==> src/rtl/sort_pkg.sv <==
// sort_pkg: shared types and constants for the sort_checker slice.
//   state_t    - packet-tracking FSM states
//   ERR_*      - bit positions inside the 4-bit result error vector
//   LFSR_TAPS  - feedback tap mask of the x^8+x^6+x^5+x^4+1 Fibonacci LFSR
package sort_pkg;

  typedef enum logic [1:0] {
    IDLE_S = 2'd0,
    PKT_S  = 2'd1,
    DROP_S = 2'd2
  } state_t;

  localparam int ERR_ORDER   = 0;
  localparam int ERR_NO_SOP  = 1;
  localparam int ERR_DUP_SOP = 2;
  localparam int ERR_LONG    = 3;

  localparam logic [7:0] LFSR_TAPS = 8'hB8;

endpackage

==> src/rtl/lfsr_bp.sv <==
// lfsr_bp: pseudo-random backpressure source for the sink ready signal.
//   clk_i    - clock, rising edge
//   arst_n_i - asynchronous active-low reset (LFSR returns to SEED, ready to 0)
//   en_i     - 1: ready follows the LFSR output bit; 0: ready is held high
//   ready_o  - registered ready
module lfsr_bp
  import sort_pkg::*;
#(
  parameter logic [7:0] SEED = 8'hA5
) (
  input  logic clk_i,
  input  logic arst_n_i,
  input  logic en_i,
  output logic ready_o
);

  logic [7:0] lfsr_q, lfsr_d;
  logic       ready_q, ready_d;
  logic       fb;

  // The LFSR free-runs every cycle regardless of en_i, so the pattern seen
  // after enabling depends only on the number of cycles since reset.
  always_comb begin
    fb      = ^(lfsr_q & LFSR_TAPS);
    lfsr_d  = {lfsr_q[6:0], fb};
    ready_d = !en_i || lfsr_d[0];
  end

  always_ff @(posedge clk_i or negedge arst_n_i) begin
    if (!arst_n_i) begin
      lfsr_q  <= SEED;
      ready_q <= 1'b0;
    end else begin
      lfsr_q  <= lfsr_d;
      ready_q <= ready_d;
    end
  end

  assign ready_o = ready_q;

endmodule

==> config.mk <==
export PLATFORM = sky130hd
export DESIGN_NAME = lfsr_bp
export DESIGN_NICKNAME = d
export VERILOG_FILES = /design/src/rtl/sort_pkg.sv /design/src/rtl/lfsr_bp.sv
export SDC_FILE = /design/constraint.sdc
export NUM_CORES = 1
export LEC_CHECK = 0
export ABC_AREA = 1
export CORE_AREA = 10 10 47 49
export CTS_BUF_LIST = sky130_fd_sc_hd__clkbuf_4 sky130_fd_sc_hd__clkbuf_8 sky130_fd_sc_hd__clkbuf_16
export DETAILED_ROUTE_END_ITERATION = 10
export DIE_AREA = 0 0 57 59
export PLACE_DENSITY = 0.42
export SETUP_SLACK_MARGIN = 0.15
export SLEW_MARGIN = 20
export SYNTH_ARGS = -nofsm -noshare
export SYNTH_HDL_FRONTEND = slang
export SYNTH_SLANG_ARGS = --single-unit
==> constraint.sdc <==
create_clock -name clk_i -period 1.1 [get_ports clk_i]
set_clock_uncertainty 0.05 [all_clocks]
set_input_delay 0.22 -clock clk_i [delete_from_list [all_inputs] [get_ports clk_i]]
set_output_delay 0.22 -clock clk_i [all_outputs]
set_load 0.01 [all_outputs]
==> flow_summary.ini <==
[logic_synthesis]
synth_nets = 30
ys_types = 9
synth_area_per_cell_um2 = 11.7
synthesis.area_um2 = 317
synth_cells = 27
ys_warn_count = 0
ys_ff_latch = 9
synth_seq_area_share_pct = 72.7

[sta]
fmax_mhz = 969
finalCritPeriodShare_pct = 93.8
grt_setup_unrepaired = true
finalHoldViolations = 0
relSlewSlack_pct = 76.4
setup_slack_ps = 68.1
finalSetupViolCount = 0
min_period_ps = 1030
final-max-slew-violation-count = 0
worst_pin_slew_ps = 353

[grt]
grt_pass1_vias = 230
grt_usage_pct = 4.21
grt_max_degree = 10
grt_overflow_total = 0
grt_antenna_before_repair = 0
grt_pass1_wl_um = 986

[drt]
drt_pass1_iterations = 3
vias_per_cell = 3.78
postRouteWirelength_um = 529
drt-initial-drc-count = 2
detail_route.wl_per_cell_um = 10.6
dr_total_vias = 189
drc = 0
ant_nets = 0

[finish]
num_antenna_cells = 0
nets = 38
finalNonFillerCells = 50
layout_commonest_cell = nand2_2
drive_gt1_share_pct = 55.9
seq_area_um2 = 230
syn_to_final_growth_pct = 26.9
nFillCells = 160
multi_input_area_um2 = 77.6
final_cell_mix = nand2_2, dfrtp_1, clkbuf_4, dfstp_2

[placed_design]
dp_cells = 46
place_hpwl_um = 362
port_buffers = 3
place.gp.congestion = 0.723
place_ws_ps = -9.42

[clock_tree]
clk_latency_ps = 260
cts_tree = built
cts_setup_buffers = 0
clk_pin_slew_ps = 60
ctsHoldBuffers = 0
cts_num_sinks = 9
cts_root_buf = clkbuf_4
cts_made_buffers = 3
cts_buffer_depth = 2
cts.htree.levels = 1

[setup_path]
cp.required_ps = 1200
crit_fanout = 4
arrival_ps = 1130
start_kind = flip-flop
cp-end-kind = flip-flop
criticalPathCategory = reg -> reg

[die]
start_util_pct = 22.6
rows = 14
dieArea_mm2 = 0.00336
die_w_um = 57
ios = 4
die_height_um = 59
core_area_mm2 = 0.00140

[pwr]
irDropWorstVdd_v = 0.000620
leakagePower_nw = 0.185
pwr_density_cell_mw_per_mm2 = 1560

[flow_run]
drv_cap = 0

[status]
status = finished, final reports clean

[worst_hold_path]
hp-class = in -> async
## registers in the layout, indices dropped and copies added, names as in the netlist
signal / count
ready_o: 1
lfsr_q: 8
## area by class of cell
cell class	instances	share of cell area [%]
multi-input cells	13	19.3
repair buffers	3	6.23
well taps	16	4.98
flip-flops and latches	9	57.3
clock buffers	4	7.48
inverters	5	4.67
## cell usage after synthesis
cell,n,area share (%)
inv_1,5,5.9
nor2_2,1,2.0
dfstp_2,4,33
dfrtp_1,5,40
nor2_1,1,1.2
nand2_1,7,8.3
xnor2_1,1,2.8
nand2_2,2,4.0
nand3_2,1,3.2
## critical path, stage by stage (launching register included)
cell and delay, ps:
dfstp_2 570, nand2_2 80, inv_2 60, nor2_2 30, nand2_2 80, nand3_2 50
## cell families (layout without fill, tap and decap cells)
| group | after synthesis | count (layout) | synth area share, % |
|---|---|---|---|
| simple gates | 12 | 12 | 18.6 |
| flops | 9 | 9 | 72.7 |
| buf+inv | 5 | 12 | 5.93 |
| xor+xnor | 1 | 1 | 2.77 |
## timing repair
item / CTS / global route
resized for setup: 7 / 3
pin swaps: 2 / 3
setup endpoints to repair: 3 / 3
## stage by stage
stage / total power (W) / hold slack, ps / util (%) / TNS, ps / cell area, um2
floorplan: 0.000342 / -126 / - / 0 / 317
global placement: 0.000359 / 290 / 26.2 / -15.8 / 367
global route: 0.000670 / 191 / 28.7 / 0 / 402
finish: 0.000626 / 182 / 28.7 / 0 / 402
detailed placement: 0.000359 / 289 / 26.2 / -9.42 / 367
CTS: 0.000643 / 184 / 28.3 / 0 / 397
## final timing paths
check                               startpoint                  end  slack (ps)  cells after the start
setup / recovery           lfsr_q[5]$_DFF_PN1_    ready_o$_DFF_PN0_          70                      5
hold / removal                        arst_n_i  lfsr_q[1]$_DFF_PN0_         180                      1
setup reg to reg           lfsr_q[5]$_DFF_PN1_    ready_o$_DFF_PN0_          70                      5
hold reg to reg            lfsr_q[1]$_DFF_PN0_  lfsr_q[2]$_DFF_PN1_         310                      0
max in group asynchronous             arst_n_i  lfsr_q[7]$_DFF_PN1_         520                      1
min in group clk_i         lfsr_q[1]$_DFF_PN0_  lfsr_q[2]$_DFF_PN1_         310                      0
## power breakdown
| part | leakage, nW | internal, W | switching [W] | total, W |
|---|---|---|---|---|
| registers | 0.109 | 0.000334 | 0.000000572 | 0.000334 |
| logic | 0.0578 | 0.00000845 | 0.00000814 | 0.0000166 |
| clock network | 0.0184 | 0.000164 | 0.000111 | 0.000275 |
| total | 0.185 | 0.000506 | 0.000119 | 0.000626 |
## per-layer routing
metal	wire, um	part of all wire, %	vias up	global-route usage [%]
met3	38	7.2	4	2.79
met2	253	48	7	5.89
met5	0	0	-	0
met4	24	4.5	0	6.04
li1	-	-	90	-
met1	213	40	88	3.37
Power figures use the tool's default switching activity.
